==> config.mk <==
export PLATFORM = sky130hd
export DESIGN_NAME = sec_units_tick_gen
export DESIGN_NICKNAME = d
export VERILOG_FILES = /design/src/rtl/sec_units_tick_gen.sv
export SDC_FILE = /design/constraint.sdc
export NUM_CORES = 1
export LEC_CHECK = 0
export CORE_MARGIN = 2
export CORE_UTILIZATION = 53
export CTS_CLUSTER_SIZE = 28
export DETAILED_ROUTE_END_ITERATION = 8
export PLACE_DENSITY = 0.87
export SLEW_MARGIN = 25
export SYNTH_ARGS = -nofsm -noshare
export SYNTH_HDL_FRONTEND = slang
export SYNTH_SLANG_ARGS = --single-unit
==> constraint.sdc <==
create_clock -name clk -period 2 [get_ports clk]
set_input_delay 0.4 -clock clk [delete_from_list [all_inputs] [get_ports clk]]
set_output_delay 0.4 -clock clk [all_outputs]
set_load 0.02 [all_outputs]
==> src/rtl/sec_units_tick_gen.sv <==
// -----------------------------------------------------------------------------
// sec_units_tick_gen
//
// Front end of the timer chain. It divides clk into one-cycle tick strobes and
// counts the seconds-units digit (0..UNIT_MAX). carry_out is a one-cycle,
// clk-synchronous pulse on the edge where the digit wraps UNIT_MAX -> 0. It
// drives the enable input of the downstream mod-6 seconds-tens stage.
//
// A three-state FSM (IDLE / RUN / PAUSE) owns run, pause and clear. Its inputs
// are single-cycle button strobes that are already debounced and edge-detected.
// Input priority is clear > stop > start.
//
// Optional feature, enabled with the macro SEC_UNITS_STEP_EN:
//   - Adds an input strobe named step.
//   - In PAUSE, step forces one hit. The prescaler phase is left unchanged.
//
// Parameters:
//   DIV       clk cycles per tick (2 .. 2**DIV_W)
//   DIV_W     prescaler counter width
//   UNIT_MAX  terminal value of the digit
//
// Ports:
//   clk        system clock, rising edge
//   rst_n      asynchronous, active-low reset
//   start      strobe: start or resume counting
//   stop       strobe: pause counting
//   clear      strobe: return to IDLE and zero the prescaler and the digit
//   step       strobe: single hit while paused (only with SEC_UNITS_STEP_EN)
//   run        registered, 1 while the FSM is in RUN
//   tick       registered one-cycle pulse, one per DIV counting cycles
//   digit      registered units digit
//   carry_out  registered one-cycle pulse on the digit wrap
// -----------------------------------------------------------------------------
module sec_units_tick_gen #(
  parameter int unsigned DIV      = 50000000,
  parameter int unsigned DIV_W    = 26,
  parameter int unsigned UNIT_MAX = 9
) (
  input  logic       clk,
  input  logic       rst_n,
  input  logic       start,
  input  logic       stop,
  input  logic       clear,
`ifdef SEC_UNITS_STEP_EN
  input  logic       step,
`endif
  output logic       run,
  output logic       tick,
  output logic [3:0] digit,
  output logic       carry_out
);

  typedef enum logic [1:0] {
    ST_IDLE  = 2'd0,
    ST_RUN   = 2'd1,
    ST_PAUSE = 2'd2
  } state_e;

  // The compare value is truncated to the counter width. The counter can
  // therefore never pass it, and it never overflows.
  localparam logic [DIV_W-1:0] DIV_M1   = DIV_W'(DIV - 1);
  localparam logic [3:0]       DIGIT_MX = 4'(UNIT_MAX);

  state_e           state_q, state_d;
  logic [DIV_W-1:0] pre_q, pre_d;
  logic [3:0]       digit_q, digit_d;
  logic             run_q, run_d;
  logic             tick_q, tick_d;
  logic             carry_q, carry_d;
  logic             cen;
  logic             hit;

  // Next-state logic. clear wins over everything. In RUN, stop is tested
  // before start, so start+stop together pauses. IDLE and PAUSE only look at
  // start, so start+stop together there resumes.
  always_comb begin
    // NOTE: every always_comb output gets a default first so no path can infer a latch.
    state_d = state_q;
    if (clear) begin
      state_d = ST_IDLE;
    end else begin
      unique case (state_q)
        ST_IDLE:  if (start) state_d = ST_RUN;
        ST_RUN:   if (stop)  state_d = ST_PAUSE;
        ST_PAUSE: if (start) state_d = ST_RUN;
        default:  state_d = ST_IDLE;
      endcase
    end
  end

  // Prescaler and digit datapath. A stop strobe already suppresses counting
  // in its own cycle, so a pause freezes the exact prescaler phase.
  always_comb begin
    cen   = (state_q == ST_RUN) && !stop && !clear;
    hit   = 1'b0;
    pre_d = pre_q;

    if (clear) begin
      pre_d = '0;
    end else if (cen) begin
      if (pre_q == DIV_M1) begin
        pre_d = '0;
        hit   = 1'b1;
      end else begin
        pre_d = pre_q + DIV_W'(1);
      end
    end

`ifdef SEC_UNITS_STEP_EN
    // A single hit while paused. The prescaler is left untouched.
    if ((state_q == ST_PAUSE) && step && !clear && !start) begin
      hit = 1'b1;
    end
`endif

    tick_d  = hit;
    carry_d = hit && (digit_q == DIGIT_MX);

    if (clear) begin
      digit_d = '0;
    end else if (hit) begin
      digit_d = (digit_q == DIGIT_MX) ? 4'd0 : digit_q + 4'd1;
    end else begin
      digit_d = digit_q;
    end

    // run follows the next state, so it rises on the edge that enters RUN.
    run_d = (state_d == ST_RUN);
  end

  // NOTE: sequential state uses non-blocking assignments only, so every flop samples pre-edge values.
  always_ff @(posedge clk or negedge rst_n) begin
    if (!rst_n) begin
      state_q <= ST_IDLE;
      pre_q   <= '0;
      digit_q <= '0;
      run_q   <= 1'b0;
      tick_q  <= 1'b0;
      carry_q <= 1'b0;
    end else begin
      state_q <= state_d;
      pre_q   <= pre_d;
      digit_q <= digit_d;
      run_q   <= run_d;
      tick_q  <= tick_d;
      carry_q <= carry_d;
    end
  end

  assign run       = run_q;
  assign tick      = tick_q;
  assign digit     = digit_q;
  assign carry_out = carry_q;

endmodule

==> impl_metrics.ini, run 1 <==
[floorplan]
number_of_rows_created_at_floorplan = 22
dieHeight_um = 66.7
area_inside_the_core_boundary_um2 = 3720
io-pin-count = 12
chipWidth_um = 66.7
fp.dieArea_um2 = 4450
floorplan.initialDensity = 0.561

[timing]
final_min_period_over_clock_period = 0.987
slew-limit-headroom = 0.700
setup_viol = 0
clock-skew-final_ps = 7.07
setup_tns_ps = 0
finalHoldWorstSlack_ps = 522
hold_viol = 0
final_period_minus_worst_setup_slack_ps = 1970
clock.fmax_mhz = 506
timing_worst_slew_pin_value_ps = 450
rsz0062_at_grt = true
final_max_slew_viol_count = 0
post-route-worst-setup-slack_ps = 25.3

[cells_and_area]
most-common-layout-cells = sky130_fd_sc_hd__dfrtp_1, sky130_fd_sc_hd__buf_4, sky130_fd_sc_hd__nor2_1
drive_gt1_frac = 0.210
final_common_cell = sky130_fd_sc_hd__dfrtp_1
fin_nets = 266
area_added_between_synthesis_and_finish_pct = 21.6
antenna_cells_inserted = 0
final_design_area_no_fill_um2 = 2530
fillerInstances = 285
final_cell_count_no_fill = 305
final_core_utilization = 0.682

[critical_path]
crit_buf_inv = 0
timing.critical_path.slowest_cell_delay_ps = 540
timing.rr.end = pre_q[3]
crit_fanout = 3
reg2reg_from = pre_q[0]
worstSetupStartpoint = pre_q[0]
worst_r2r_setup_slack_ps = 30
worst_r2r_path_depth = 6
worstPathCellList = ha_2 > nand3_4 > or2_1 > or4_4 > a21o_1 > a32o_1
start_kind = flip-flop
timing.critical_path.max_delay_family = simple AND/OR/NAND/NOR gates
worstSetupPathType = flip-flop to flip-flop
required_ps = 2180
timing.critical_path.depth = 6
end_kind = flip-flop
timing.critical_path.arrival_ps = 2160
worst_path_max_delay_cell = sky130_fd_sc_hd__or4_4
cp-endpoint = pre_q[3]

[route]
detail-route-antenna-nets = 0
viasPerCell = 6.40
finalWirelength_um = 5350
drc = 0
detailroute.via_count = 1951
routed_wire_length_per_instance_um = 17.5
detail_route.iter0.violations = 408
detail_route.first_pass.iterations = 4

[clock_tree]
cts-root-buf = sky130_fd_sc_hd__clkbuf_8
clock_latency_ps = 300
cts_tree = built
worst_setup_hold_path_clk_slew_ps = 70
cts.hold.buffers_added = 0
number_of_cts_inserted_buffers = 5
clk_path_buf_depth = 2
cts.sink_count = 35
htree_num_levels = 2

[placement]
pre_cts_ws_ps = -226
gp_congestion = 0.885
place_inst = 298
placedInstanceArea_um2 = 2400
port-buffer-count = 11
place.detailed.hpwl_um = 3510

[power]
power.internal_mw = 0.981
net-switching-power_mw = 0.311
total_leakage_power_nw = 1.00
power-per-cell-area_nw_per_um2 = 510
power_frac_seq = 0.554
total_power_mw = 1.29
p_clk_frac = 0.372
vdd.ir_drop.worst_mv = 0.400
share_of_power_burned_in_combinational_logic = 0.074
p_sw_frac = 0.240

[logic_synthesis]
post_synth_inst_count = 224
synth_area_per_cell_um2 = 9.31
ys_seq_elements = 35
async_set_or_reset_register_ratio_after_synthesis = 1.00
synth_area_um2 = 2080
syn-num-nets = 232
dominantRegCellSynth = sky130_fd_sc_hd__dfrtp_1
post_synth_num_cell_types = 54
ys_seq_area_frac = 0.420
synth_edf_count = 0
synthesis.yosys.warnings = 0

[global_route]
grt_pass1_vias = 1829
grt.overflow.total = 0
grt_start_max_net_pins = 36
grt.total_usage = 0.258
grt_first_pass_wirelength_um = 8540
number_of_antenna_violations_at_the_first_check_in_global_routing = 0

[outcome]
status = finished clean

[hold_path]
hp-class = input pin to async pin

[run]
cap_viol_max_count = 0
==> kinds of logic after synthesis <==
kind of cell	Yosys count	synth area share
XOR/XNOR	6	0.0252
AO/OA/AOI/OAI	52	0.169
flip-flops	35	0.420
buffers and inverters	19	0.0468
AND/OR/NAND/NOR	105	0.302
multiplexers	4	0.0192
adder cells (fa/ha/maj)	3	0.0180
==> cell usage after synthesis, drive strengths merged (3+ instances only) <==
cell	n	area, um^2
nor3	11	60.1
nand3b	3	22.5
a32oi	3	26.3
mux2i	4	40.0
a32o	6	60.1
nand2	13	48.8
o21ai	7	35.0
and4	3	31.3
inv	5	18.8
nor4	6	58.8
xnor2	4	35.0
a21o	8	60.1
or3	5	31.3
nor2	21	78.8
a21oi	19	98.9
buf	9	60.1
ha	3	37.5
nand3	14	87.6
nand4	12	81.3
clkbuf	4	15.0
and3	3	18.8
dfrtp	35	876
==> cell type report <==
cell class              instances  area [um^2]  area share
clock buffers                   6         72.6      0.0286
multi-input cells             170         1160       0.459
well taps                      48         60.1      0.0237
flip-flops and latches         35          877       0.346
repair buffers                 40          340       0.134
inverters                       6         22.5     0.00888
==> worst min path at each step <==
stage,end,slack [ps],cells after the start
floorplan,carry_out,100,0
CTS,state_q[0],550,2
global placement,state_q[1],540,2
global route,state_q[1],570,2
detailed placement,state_q[1],550,2
finish,state_q[0],520,2
==> sequential cells by signal, indices dropped and copies added (netlist names) <==
signal,cells
pre_q,26
digit,4
state_q,2
carry_out,1
run,1
tick,1
==> routing by layer <==
metal  track usage  wire, um
met5             0         0
met3        0.0777       353
met1         0.315      2230
met4        0.0816        85
met2         0.435      2680
==> power groups by stage <==
stage	sequential (mW)	combinational, mW	clock, mW
final	0.716	0.0953	0.480
after global placement	0.729	0.0930	0
after global routing	0.716	0.104	0.533
after floorplan	0.731	0.0341	0
after detailed placement	0.729	0.0936	0
after CTS	0.716	0.0942	0.478
==> worst register-to-register path, stage by stage (launching register included) <==
cell	delay [ps]
sky130_fd_sc_hd__dfrtp_1	360
sky130_fd_sc_hd__ha_2	210
sky130_fd_sc_hd__nand3_4	90
sky130_fd_sc_hd__or2_1	250
sky130_fd_sc_hd__or4_4	540
sky130_fd_sc_hd__a21o_1	180
sky130_fd_sc_hd__a32o_1	240
==> timing repair <==
action | CTS | global route
endpoints found under the setup margin | 6 | 8
resized for setup | 3 | 7
buffers inserted | 0 | 1
pin swaps | 0 | 1
No activity file was read; power rests on OpenSTA's default activity.
==> run 2: changes to the inputs <==
ABC_CLOCK_PERIOD_IN_PS = 2000   (was unset)
==> results of run 2 <==
Final layout, timing and power as in run 1 (identical DEF).
